[config.mk]
export PLATFORM = sky130hd
export DESIGN_NAME = mul_seq_ctrl_flat
export DESIGN_NICKNAME = d
export VERILOG_FILES = /design/src/rtl/mul_seq_ctrl_if.sv /design/src/rtl/mul_seq_ctrl.sv /design/src/flat_wrapper.sv
export SDC_FILE = /design/constraint.sdc
export NUM_CORES = 1
export LEC_CHECK = 0
export CAP_MARGIN = 20
export CORE_MARGIN = 2
export CORE_UTILIZATION = 41
export DETAILED_ROUTE_END_ITERATION = 12
export PLACE_DENSITY = 0.77
export SYNTH_ARGS = -nofsm -noshare
export SYNTH_HDL_FRONTEND = slang
export SYNTH_SLANG_ARGS = --single-unit
[constraint.sdc]
create_clock -name clk -period 5 [get_ports clk]
set_input_delay 1.5 -clock clk [delete_from_list [all_inputs] [get_ports clk]]
set_output_delay 1.5 -clock clk [all_outputs]
set_load 0.005 [all_outputs]
[src/rtl/mul_seq_ctrl_if.sv]
// Bundle between the EXE stage and the MUL/MLA sequencer.
// Carries the request, the shared-ALU operand/result path and the completion status.
interface mul_seq_ctrl_if #(
    parameter int N = 32
);
    logic         start;
    logic         acc_en;
    logic [N-1:0] op_a;
    logic [N-1:0] op_b;
    logic [N-1:0] acc_in;
    logic         c_in;
    logic         v_in;
    logic [N-1:0] alu_a;
    logic [N-1:0] alu_b;
    logic [3:0]   alu_cmd;
    logic         alu_grant;
    logic [N-1:0] alu_out;
    logic         busy;
    logic         done;
    logic [N-1:0] result;
    logic [3:0]   status;

    // EXE stage side: issues requests and feeds back the ALU result
    modport master (
        output start, acc_en, op_a, op_b, acc_in, c_in, v_in, alu_out,
        input  alu_a, alu_b, alu_cmd, alu_grant, busy, done, result, status
    );

    modport slave (
        input  start, acc_en, op_a, op_b, acc_in, c_in, v_in, alu_out,
        output alu_a, alu_b, alu_cmd, alu_grant, busy, done, result, status
    );
endinterface

[src/rtl/mul_seq_ctrl.sv]
// Shift-and-add MUL/MLA sequencer issuing one ADD per cycle to the shared EXE ALU.
// Stops as soon as the remaining multiplier bits are all zero.
module mul_seq_ctrl #(
    parameter int N     = 32,
    parameter int CNT_W = 6
) (
    input logic           clk,
    input logic           rst,
    mul_seq_ctrl_if.slave bus
);
    typedef enum logic [1:0] {
        IDLE,
        CALC,
        FIN
    } state_t;

    localparam logic [3:0]       CMD_ADD = 4'b0010;
    localparam logic [CNT_W-1:0] CNT_MAX = CNT_W'(N);

    state_t           state;
    state_t           stateNext;
    logic [N-1:0]     acc;
    logic [N-1:0]     mcand;
    logic [N-1:0]     mplier;
    logic [CNT_W-1:0] cnt;
    logic             calcStep;
    logic             doneReg;
    logic [N-1:0]     resultReg;
    logic [3:0]       statusReg;

    always_ff @(posedge clk or posedge rst) begin
        if (rst) begin
            state <= IDLE;
        end else begin
            state <= stateNext;
        end
    end

    always_comb begin
        stateNext = state;
        calcStep  = 1'b0;
        case (state)
            IDLE: if (bus.start) stateNext = CALC;
            CALC: begin
                if (mplier == '0 || cnt == CNT_MAX) begin
                    stateNext = FIN;
                end else begin
                    calcStep = 1'b1;
                end
            end
            FIN:     stateNext = IDLE;
            default: stateNext = IDLE;
        endcase
    end

    always_ff @(posedge clk or posedge rst) begin
        if (rst) begin
            acc       <= '0;
            mcand     <= '0;
            mplier    <= '0;
            cnt       <= '0;
            doneReg   <= 1'b0;
            resultReg <= '0;
            statusReg <= '0;
        end else begin
            doneReg <= 1'b0;
            case (state)
                IDLE: begin
                    if (bus.start) begin
                        acc    <= bus.acc_en ? bus.acc_in : '0;
                        mcand  <= bus.op_a;
                        mplier <= bus.op_b;
                        cnt    <= '0;
                    end
                end
                CALC: begin
                    if (calcStep) begin
                        // ALU carry-out is not consumed; the sum wraps mod 2^N
                        if (mplier[0]) acc <= bus.alu_out;
                        mcand  <= mcand << 1;
                        mplier <= mplier >> 1;
                        cnt    <= cnt + CNT_W'(1);
                    end
                end
                FIN: begin
                    resultReg <= acc;
                    statusReg <= {acc[N-1], acc == '0, bus.c_in, bus.v_in};
                    doneReg   <= 1'b1;
                end
                default: ;
            endcase
        end
    end

    // ALU operands come straight from registers, gated to zero when not granted
    assign bus.alu_grant = (state == CALC);
    assign bus.alu_cmd   = bus.alu_grant ? CMD_ADD : '0;
    assign bus.alu_a     = bus.alu_grant ? acc : '0;
    assign bus.alu_b     = bus.alu_grant ? mcand : '0;
    assign bus.busy      = (state != IDLE);
    assign bus.done      = doneReg;
    assign bus.result    = resultReg;
    assign bus.status    = statusReg;
endmodule

[src/flat_wrapper.sv]
// flat-port wrapper written by rule: the top's interface ports become plain ports
module mul_seq_ctrl_flat 
#(
    parameter int N     = 32,
    parameter int CNT_W = 6
)
  (clk, rst, bus_start, bus_acc_en, bus_op_a, bus_op_b, bus_acc_in, bus_c_in, bus_v_in, bus_alu_out, bus_alu_a, bus_alu_b, bus_alu_cmd, bus_alu_grant, bus_busy, bus_done, bus_result, bus_status);
  mul_seq_ctrl_if #(.N(N)) bus_i ();
  input logic clk;
  input logic rst;
  input wire logic [$bits(bus_i.start)-1:0] bus_start;
  input wire logic [$bits(bus_i.acc_en)-1:0] bus_acc_en;
  input wire logic [$bits(bus_i.op_a)-1:0] bus_op_a;
  input wire logic [$bits(bus_i.op_b)-1:0] bus_op_b;
  input wire logic [$bits(bus_i.acc_in)-1:0] bus_acc_in;
  input wire logic [$bits(bus_i.c_in)-1:0] bus_c_in;
  input wire logic [$bits(bus_i.v_in)-1:0] bus_v_in;
  input wire logic [$bits(bus_i.alu_out)-1:0] bus_alu_out;
  output wire logic [$bits(bus_i.alu_a)-1:0] bus_alu_a;
  output wire logic [$bits(bus_i.alu_b)-1:0] bus_alu_b;
  output wire logic [$bits(bus_i.alu_cmd)-1:0] bus_alu_cmd;
  output wire logic [$bits(bus_i.alu_grant)-1:0] bus_alu_grant;
  output wire logic [$bits(bus_i.busy)-1:0] bus_busy;
  output wire logic [$bits(bus_i.done)-1:0] bus_done;
  output wire logic [$bits(bus_i.result)-1:0] bus_result;
  output wire logic [$bits(bus_i.status)-1:0] bus_status;
  assign bus_i.start = bus_start;
  assign bus_i.acc_en = bus_acc_en;
  assign bus_i.op_a = bus_op_a;
  assign bus_i.op_b = bus_op_b;
  assign bus_i.acc_in = bus_acc_in;
  assign bus_i.c_in = bus_c_in;
  assign bus_i.v_in = bus_v_in;
  assign bus_i.alu_out = bus_alu_out;
  assign bus_alu_a = bus_i.alu_a;
  assign bus_alu_b = bus_i.alu_b;
  assign bus_alu_cmd = bus_i.alu_cmd;
  assign bus_alu_grant = bus_i.alu_grant;
  assign bus_busy = bus_i.busy;
  assign bus_done = bus_i.done;
  assign bus_result = bus_i.result;
  assign bus_status = bus_i.status;
  mul_seq_ctrl #(.N(N), .CNT_W(CNT_W)) u_core (.clk(clk), .rst(rst), .bus(bus_i));
endmodule
==> qor.yml, run 1 <==
status: "finished, final reports clean"
worst-path-buf-inv: 3
power_mw: 5.87
power_frac_seq: 0.347
buffers_inserted_during_post_cts_setup_optimization: 0
postRouteWirelength_um: 18700
final_period_minus_worst_setup_slack_ns: 3.85
synth_cell_types: 38
cp.required_ns: 3.50
max_freq_mhz: 260
crit_path_cell_trace: "nand2b_1, inv_2, buf_12, and2_1, clkdlybuf4s50_1"
cp_data_arrival_time_ns: 2.35
cts_stage_hold_buffer_count: 0
tightest_slew_ns: 1.07
wl_per_cell_um: 16.7
dp.cells: 1090
globalRouteOverflowTotal: 0
synthesis.area_per_instance_um2: 9.87
sequential_cell_area_um2: 3500
setup_ws_ns: 1.15
maxSlewHeadroom: 0.284
antenna_violations_before_repair: 0
timing.critical_path.to_type: "output pin"
antenna-diode-count: 0
final_core_util: 0.616
crit_family: "buffers and inverters"
pre_cts_slack_ns: 1.51
maxSlewViolCount: 0
postSynthRegisterBits: 140
clkPwrFrac: 0.226
comb_power_share: 0.427
htree_levels: 4
initial_core_util: 0.420
core_region_area_um2: 15900
timing.final.hold_violations: 0
cts_buffer_depth: 2
max_cap_viol_count: 0
finalCritPeriodShare: 0.770
grt_setup_unrepaired: "no"
async_flop_share: 1.00
synth-edff-count: 0
crit_type: "register to output pin"
detail_route.drc_violations: 0
num_vias: 5689
detailed_routing_iteration_count_for_the_pre_antenna_repair_pass: 4
die_h_um: 132
grt_pass1_vias: 5588
pwr_density_cell_nw_per_um2: 598
min_delay_worst_type: "register to register"
timing.critical_path.slowest_cell_delay_ns: 0.50
post_synth_instance_area_um2: 6690
clock-sinks: 140
synth-main-ff-cell: "sky130_fd_sc_hd__dfrtp_1"
cts_tree: "done"
ys_seq_area_frac: 0.524
dp_hpwl_um: 12900
io_pins: 241
internal_power_mw: 3.82
grt_first_pass_wirelength_um: 30000
synth_cells: 678
clock_transition_at_path_regs_ns: 0.06
vias_per_cell: 5.07
pin_count_of_the_biggest_net_entering_global_routing: 87
timing.setup.tns_ns: 0
floorplan.die.width_um: 132
cts.root.buffer_cell: "sky130_fd_sc_hd__clkbuf_16"
max-vdd-ir-drop_v: 0.000325
critPathMaxFanout: 66
areaGrowthSynthToFinish_pct: 46.7
gpl.final_weighted_congestion: 0.831
worst_skew_pair.late_latency_ns: 0.42
crit_path_start_kind: "register"
power.static_leakage_nw: 4.39
finish.cell_count_without_fillers: 1122
drtAntennaViolNets: 0
numPortBuffers: 237
share_of_layout_cells_above_drive_strength_1: 0.103
multiInputGateArea_um2: 2680
rows: 46
crit_path_top_delay_cell: "sky130_fd_sc_hd__clkdlybuf4s50_1"
net-switching-power_mw: 2.06
fp.dieArea_um2: 17400
cts_inserted_buffers: 17
power.share.switching: 0.350
postCtsResizedCells: 0
timing.clock.skew_ns: 0.00771
aggregate_global_route_resource_usage: 0.218
drc_violation_total_after_the_first_tritonroute_iteration: 344
yosysWarnings: 0
fill_cells: 1346
report.final.setup_viol: 0
fin_nets: 1030
==> stage by stage <==
step / hold slack, ns / instance area, µm²
2_1_floorplan: 0.460 / 6700
3_3_place_gp: 0.462 / 9160
3_5_place_dp: 0.478 / 9160
4_1_cts: 0.488 / 9790
5_1_grt: 0.508 / 9820
6_report: 0.496 / 9820
==> layout make-up <==
type | count | area share
Clock buffer | 20 | 0.0465
Clock inverter | 11 | 0.0171
Inverter | 68 | 0.0264
Multi-Input combinational cell | 420 | 0.273
Sequential cell | 140 | 0.357
Tap cell | 216 | 0.0275
Timing Repair Buffer | 247 | 0.253
==> cell usage after synthesis (4+ instances only) <==
library cell / instances / area (µm²)
sky130_fd_sc_hd__and2_1: 65 / 407
sky130_fd_sc_hd__nand3b_1: 4 / 30.0
sky130_fd_sc_hd__buf_2: 17 / 85.1
sky130_fd_sc_hd__mux2_2: 34 / 383
sky130_fd_sc_hd__o21ai_2: 9 / 78.8
sky130_fd_sc_hd__and3_1: 32 / 200
sky130_fd_sc_hd__nand4_1: 5 / 31.3
sky130_fd_sc_hd__buf_4: 8 / 60.1
sky130_fd_sc_hd__dfrtp_1: 140 / 3500
sky130_fd_sc_hd__a22oi_1: 30 / 225
sky130_fd_sc_hd__o21ai_1: 23 / 115
sky130_fd_sc_hd__inv_1: 66 / 248
sky130_fd_sc_hd__nand2_1: 41 / 154
sky130_fd_sc_hd__nor4_1: 16 / 100
sky130_fd_sc_hd__nand3_1: 6 / 30.0
sky130_fd_sc_hd__a21oi_1: 65 / 325
sky130_fd_sc_hd__o22ai_1: 31 / 194
sky130_fd_sc_hd__o21ai_0: 34 / 170
sky130_fd_sc_hd__clkbuf_1: 24 / 90.1
==> worst paths after layout <==
kind                                       from               endpoint  slack [ns]  cells after the start
setup / recovery                u_core.state[1]          bus_alu_a[28]        1.15                      5
hold / removal             u_core.bus.status[2]   u_core.bus.status[2]        0.50                      2
setup reg to reg                u_core.state[1]       u_core.mcand[26]        2.22                      7
hold reg to reg            u_core.bus.status[2]   u_core.bus.status[2]        0.50                      2
max in group asynchronous                   rst  u_core.bus.result[10]        2.87                      3
min in group asynchronous                   rst       u_core.mplier[4]        1.49                      3
==> layout by cell type (no fill, tap or decap), types with 2 or more instances in the layout <==
master                              n
sky130_fd_sc_hd__nand2_1           41
sky130_fd_sc_hd__and4_1             2
sky130_fd_sc_hd__clkinv_4           2
sky130_fd_sc_hd__ha_1               2
sky130_fd_sc_hd__mux2_2            34
sky130_fd_sc_hd__clkinv_2           3
sky130_fd_sc_hd__conb_1             3
sky130_fd_sc_hd__and2_1            65
sky130_fd_sc_hd__inv_2              2
sky130_fd_sc_hd__o21ai_0           34
sky130_fd_sc_hd__buf_4              8
sky130_fd_sc_hd__nor4_1            16
sky130_fd_sc_hd__dfrtp_1          140
sky130_fd_sc_hd__clkinvlp_4         3
sky130_fd_sc_hd__a21oi_1           65
sky130_fd_sc_hd__a22oi_1           30
sky130_fd_sc_hd__nand4_1            5
sky130_fd_sc_hd__clkdlybuf4s50_1  237
sky130_fd_sc_hd__inv_1             65
sky130_fd_sc_hd__o21ai_1           23
sky130_fd_sc_hd__o22ai_1           31
sky130_fd_sc_hd__o31ai_1            2
sky130_fd_sc_hd__nor2_1             3
sky130_fd_sc_hd__and3_1            32
sky130_fd_sc_hd__clkbuf_8           2
sky130_fd_sc_hd__bufinv_16          4
sky130_fd_sc_hd__o21ai_2            9
sky130_fd_sc_hd__mux2i_1            2
sky130_fd_sc_hd__clkbuf_16         17
sky130_fd_sc_hd__nand3_1            6
sky130_fd_sc_hd__nand3b_1           4
==> tightest hold or removal path, stage by stage (launching register included) <==
cell and delay, ns:
sky130_fd_sc_hd__dfrtp_1 0.34, sky130_fd_sc_hd__nand2_1 0.06, sky130_fd_sc_hd__o31ai_1 0.06
==> power groups by stage <==
stage	logic [mW]	registers [mW]	clock network, mW
2_1_floorplan	1.47	1.90	0
6_report	2.51	2.04	1.33
5_1_grt	2.79	2.10	1.41
4_1_cts	2.54	2.03	1.35
3_5_place_dp	2.52	2.04	0
3_3_place_gp	2.47	2.02	0
==> routing by layer <==
metal,vias to the layer above,wire (µm),global-route usage
li1,2778,-,-
met1,2722,8450,0.280
met2,169,8960,0.361
met3,20,1010,0.0575
met4,0,315,0.0670
met5,-,0,0
==> sequential cells by signal, summed over array words and instances, names as in the netlist <==
register / cells
u_core.acc: 32
u_core.bus.done: 1
u_core.bus.result: 31
u_core.bus.status: 4
u_core.cnt: 6
u_core.mcand: 32
u_core.mplier: 32
u_core.state: 2
==> cells by family (layout without fill, tap and decap cells) <==
logic type / after synthesis / after routing / share of synthesized area
mux: 37 / 37 / 0.0636
simple gates: 180 / 180 / 0.154
compound gates: 198 / 198 / 0.176
other cells: 1 / 3 / 0.000561
fa+ha+maj: 2 / 2 / 0.00374
buf+inv: 120 / 346 / 0.0784
flops: 140 / 140 / 0.524
(Power assumes the default switching activity.)
==> inputs of run 2 (changes only) <==
--- a/config.mk
+++ b/config.mk
@@ -7,9 +7,9 @@
 export LEC_CHECK = 0
 export CAP_MARGIN = 20
 export CORE_MARGIN = 2
-export CORE_UTILIZATION = 41
+export CORE_UTILIZATION = 45
 export DETAILED_ROUTE_END_ITERATION = 12
-export PLACE_DENSITY = 0.77
+export PLACE_DENSITY = 0.8
 export SYNTH_ARGS = -nofsm -noshare
 export SYNTH_HDL_FRONTEND = slang
 export SYNTH_SLANG_ARGS = --single-unit
==> constraint.sdc (replaced) <==
create_clock -name clk -period 3.65 [get_ports clk]
set_input_delay 1.095 -clock clk [delete_from_list [all_inputs] [get_ports clk]]
set_output_delay 1.095 -clock clk [all_outputs]
set_load 0.005 [all_outputs]
==> qor.yml, run 2 (same netlist as run 1, synthesis figures left out) <==
power.static_leakage_nw: 4.37
clock-sinks: 140
max_freq_mhz: 301
share_of_layout_cells_above_drive_strength_1: 0.107
antenna_violations_before_repair: 0
wl_per_cell_um: 16.6
setup_ws_ns: 0.326
power_mw: 7.85
floorplan.die.width_um: 126
fp.dieArea_um2: 15900
dpl_cell_area_um2: 9180
cts_tree: "done"
grt_setup_unrepaired: "no"
vias_per_cell: 5.28
final_period_minus_worst_setup_slack_ns: 3.32
aggregate_global_route_resource_usage: 0.230
detailed_routing_iteration_count_for_the_pre_antenna_repair_pass: 4
final_common_cell: "sky130_fd_sc_hd__clkdlybuf4s50_1"
rows: 44
maxSlewViolCount: 0
finalCritPeriodShare: 0.911
drtAntennaViolNets: 0
detail_route.drc_violations: 0
cp_data_arrival_time_ns: 2.23
cts.root.buffer_cell: "sky130_fd_sc_hd__clkbuf_16"
cts_stage_hold_buffer_count: 0
critPathMaxFanout: 72
status: "finished, final reports clean"
dp_hpwl_um: 12700
largestRegisters: "u_core.acc (32), u_core.mcand (32), u_core.mplier (32)"
fin_nets: 1032
die_h_um: 126
report.final.setup_viol: 0
crit_path_top_delay_cell: "sky130_fd_sc_hd__clkdlybuf4s50_1"
cts_buffer_depth: 2
areaGrowthSynthToFinish_pct: 45.7
clock_transition_at_path_regs_ns: 0.06
maxSlewHeadroom: 0.370
postCtsResizedCells: 0
io_pins: 241
crit_path_cell_trace: "nand2b_1, inv_2, buf_12, and2_1, clkdlybuf4s50_1"
timing.clock.skew_ns: 0.00924
initial_core_util: 0.460
cp.required_ns: 2.55
antenna-diode-count: 0
globalRouteOverflowTotal: 0
crit_path_start_kind: "register"
grt_first_pass_wirelength_um: 29300
gpl.final_weighted_congestion: 0.800
final_core_util: 0.670
timing.critical_path.slowest_cell_delay_ns: 0.52
max_cap_viol_count: 0
max-vdd-ir-drop_v: 0.000420
min_delay_worst_type: "register to register"
core_region_area_um2: 14500
grt_pass1_vias: 5681
finalInstanceArea_um2: 9740
timing.critical_path.to_type: "output pin"
crit_family: "buffers and inverters"
numPortBuffers: 237
pre_cts_slack_ns: 0.740
tightest_slew_ns: 0.944
num_vias: 5766
postRouteWirelength_um: 18100
buffers_inserted_during_post_cts_setup_optimization: 0
crit_type: "register to output pin"
cts_inserted_buffers: 17
timing.final.hold_violations: 0
pwr_density_cell_nw_per_um2: 806
worst_skew_pair.late_latency_ns: 0.41
drc_violation_total_after_the_first_tritonroute_iteration: 409
pin_count_of_the_biggest_net_entering_global_routing: 73
worst-path-buf-inv: 3
mostFrequentLayoutCells: "sky130_fd_sc_hd__clkdlybuf4s50_1, sky130_fd_sc_hd__dfrtp_1, sky130_fd_sc_hd__and2_1, sky130_fd_sc_hd__a21oi_1, sky130_fd_sc_hd__inv_1"
timing.setup.tns_ns: 0
htree_levels: 4
run 2: changes by cell type in the layout (fill, tap and decap cells not counted), sizes merged:
cell / delta
clkinvlp: +4
clkbuf: -2
buf: +2
bufinv: -3
inv: +2
run 2: worst paths after layout:
check / startpoint / endpoint / slack [ns] / depth (start not counted)
worst max-delay path: u_core.state[1] / bus_alu_a[31] / 0.33 / 5
worst min-delay path: u_core.bus.status[0] / u_core.bus.status[0] / 0.50 / 1
worst max register to register: u_core.state[1] / u_core.mcand[30] / 1.42 / 7
worst min register to register: u_core.bus.status[0] / u_core.bus.status[0] / 0.50 / 1
max in group asynchronous: rst / u_core.bus.result[7] / 1.78 / 3
min in group asynchronous: rst / u_core.mplier[9] / 1.14 / 2
run 2: cell type report:
cell class	instances	area, µm²
Clock buffer	18	439
Timing Repair Buffer	249	2510
Multi-Input combinational cell	420	2680
Inverter	68	259
Fill cell	1159	4790
Sequential cell	140	3500
Tap cell	184	230
Clock inverter	14	121
run 2: stage by stage:
stage | std cells | hold slack (ns)
CTS | 1093 | 0.505
floorplan | 680 | 0.460
detailed placement | 1061 | 0.492
global placement | 1061 | 0.470
global route | 1093 | 0.512
finish | 1093 | 0.502
run 2: worst register-to-register path, stage by stage, from the launching register on:
cell	delay, ns
sky130_fd_sc_hd__dfrtp_1	0.40
sky130_fd_sc_hd__nand2b_1	0.17
sky130_fd_sc_hd__buf_4	0.27
sky130_fd_sc_hd__a31oi_4	0.28
sky130_fd_sc_hd__a21boi_4	0.25
sky130_fd_sc_hd__nor2_4	0.05
sky130_fd_sc_hd__inv_2	0.50
sky130_fd_sc_hd__o21ai_0	0.18
run 2: routing by layer:
metal,track usage,up-vias,part of all wire
met2,0.379,193,0.48
met5,0,-,0
met1,0.305,2771,0.44
met3,0.0603,23,0.062
met4,0.0633,0,0.017
li1,-,2779,-
run 2: power breakdown:
part | leakage [nW] | internal, mW | switching (mW) | total [mW]
Combinational | 2.34 | 1.87 | 1.60 | 3.47
Clock | 0.261 | 0.953 | 0.651 | 1.60
Sequential | 1.76 | 2.21 | 0.569 | 2.78
==> inputs of run 3 (changes only) <==
--- a/config.mk
+++ b/config.mk
@@ -9,6 +9,7 @@
 export CORE_MARGIN = 2
 export CORE_UTILIZATION = 45
 export DETAILED_ROUTE_END_ITERATION = 12
+export GPL_TIMING_DRIVEN = 0
 export PLACE_DENSITY = 0.8
 export SYNTH_ARGS = -nofsm -noshare
 export SYNTH_HDL_FRONTEND = slang
==> qor.yml, run 3 (same netlist as run 1, synthesis figures left out) <==
power.static_leakage_nw: 4.51
maxSlewHeadroom: 0.485
top_usage_layer: "met2"
largestRegisters: "u_core.acc (32), u_core.mcand (32), u_core.mplier (32)"
postRouteWirelength_um: 19500
timing.critical_path.slowest_cell_delay_ns: 0.53
setup_ws_ns: 0.146
critPathMaxFanout: 10
grt_pass1_vias: 6080
share_of_layout_cells_above_drive_strength_1: 0.122
cp_data_arrival_time_ns: 2.41
grt_setup_unrepaired: "no"
hold_start: "u_core.bus.status[0]"
htree_levels: 4
cp.required_ns: 2.55
global_route.usage.met1: 0.310
hold_depth: 1
areaGrowthSynthToFinish_pct: 49.2
max_freq_mhz: 285
crit_path_top_delay_cell: "sky130_fd_sc_hd__clkdlybuf4s50_1"
cts_tree: "done"
pre_cts_slack_ns: 0.172
clock_transition_at_path_regs_ns: 0.06
numPortBuffers: 237
core_region_area_um2: 14500
final_common_cell: "sky130_fd_sc_hd__clkdlybuf4s50_1"
worst_skew_pair.late_latency_ns: 0.42
dp_hpwl_um: 14500
timing.final.hold_violations: 0
worst-path-buf-inv: 4
num_vias: 5955
max-vdd-ir-drop_v: 0.000420
global_routing_met2_resource_utilization: 0.412
timing.critical_path.to_type: "output pin"
startpoint: "u_core.state[1]"
detailed_routing_iteration_count_for_the_pre_antenna_repair_pass: 4
grt_first_pass_wirelength_um: 31300
detail_route.drc_violations: 0
timing.critical_path.to: "bus_alu_a[0]"
drtAntennaViolNets: 0
cts_buffer_depth: 2
vias_per_cell: 5.24
mostFrequentLayoutCells: "sky130_fd_sc_hd__clkdlybuf4s50_1, sky130_fd_sc_hd__dfrtp_1, sky130_fd_sc_hd__and2_1, sky130_fd_sc_hd__a21oi_1, sky130_fd_sc_hd__inv_1"
die_h_um: 126
regToRegSetupSlack_ns: 1.64
io_pins: 241
r2r_end: "u_core.acc[3]"
fin_nets: 1075
max_cap_viol_count: 0
maxSlewViolCount: 0
timing.clock.skew_ns: 0.00623
crit_type: "register to output pin"
final_period_minus_worst_setup_slack_ns: 3.50
cts.root.buffer_cell: "sky130_fd_sc_hd__clkbuf_16"
groute.layer.met3.usage: 0.0667
antenna_violations_before_repair: 0
power_mw: 8.22
worst-path-stages: 6
wl_per_cell_um: 17.1
aggregate_global_route_resource_usage: 0.248
drc_violation_total_after_the_first_tritonroute_iteration: 425
floorplan.die.width_um: 126
finalInstanceArea_um2: 9980
crit_path_cell_trace: "nand2b_1, buf_2, inv_6, clkbuf_1, and2_1, clkdlybuf4s50_1"
initial_core_util: 0.460
finalCritPeriodShare: 0.960
crit_family: "buffers and inverters"
gpl.final_weighted_congestion: 0.812
min_delay_worst_type: "register to register"
r2r.worst_path.cells: 5
pwr_density_cell_nw_per_um2: 823
crit_path_start_kind: "register"
status: "finished, final reports clean"
clock-sinks: 140
regToRegStartpoint: "u_core.cnt[2]"
antenna-diode-count: 0
report.final.setup_viol: 0
tightest_slew_ns: 0.770
dpl_cell_area_um2: 9360
fp.dieArea_um2: 15900
rows: 44
cts_inserted_buffers: 17
pin_count_of_the_biggest_net_entering_global_routing: 43
globalRouteOverflowTotal: 0
buffers_inserted_during_post_cts_setup_optimization: 0
run 3: changes by cell type in the layout (fill, tap and decap cells not counted), moves of 2 or more:
cell	change
sky130_fd_sc_hd__buf_6	+3
sky130_fd_sc_hd__buf_2	+15
sky130_fd_sc_hd__clkbuf_2	+3
sky130_fd_sc_hd__buf_4	+2
sky130_fd_sc_hd__clkbuf_1	+23
sky130_fd_sc_hd__bufinv_16	+2
sky130_fd_sc_hd__clkinvlp_4	-4
run 3: where the power goes:
| group | internal, mW | switching (mW) |
|---|---|---|
| Sequential | 2.21 | 0.536 |
| Clock | 1.11 | 0.650 |
| Combinational | 1.95 | 1.76 |
run 3: how the worst min path moves through the flow:
| stage | slack, ns | end |
|---|---|---|
| detailed placement | 0.49 | u_core.bus.result[3] |
| global route | 0.51 | u_core.bus.result[3] |
| CTS | 0.50 | u_core.bus.result[3] |
| floorplan | 0.46 | u_core.mcand[31] |
| finish | 0.51 | u_core.bus.status[0] |
| global placement | 0.46 | u_core.bus.status[2] |
run 3: metal layers:
metal | part of all wire | routed length [µm]
met1 | 0.43 | 8290
met2 | 0.48 | 9430
met3 | 0.066 | 1280
met4 | 0.024 | 475
met5 | 0 | 0
run 3: final cells by class:
cell class / instances / area (µm²)
Fill cell: 1159 / 4550
Sequential cell: 140 / 3500
Multi-Input combinational cell: 420 / 2670
Timing Repair Buffer: 240 / 2430
Clock buffer: 21 / 460
Buffer: 52 / 278
Inverter: 68 / 264
Tap cell: 184 / 230
Clock inverter: 11 / 143
run 3: through the flow:
step	TNS (ns)	utilization	hold slack, ns	instances
floorplan	0	-	0.460	680
finish	0	0.687	0.505	1136
CTS	0	0.686	0.505	1136
global placement	-66.06	0.640	0.462	1101
global route	0	0.687	0.514	1136
detailed placement	0	0.644	0.492	1104
run 3: what timing repair did:
item                       4_1_cts  5_1_grt
hold endpoints to repair         0        0
setup endpoints to repair       65       35
hold buffers                     0        0
gates resized for setup          4        6
pin swaps                        0        0
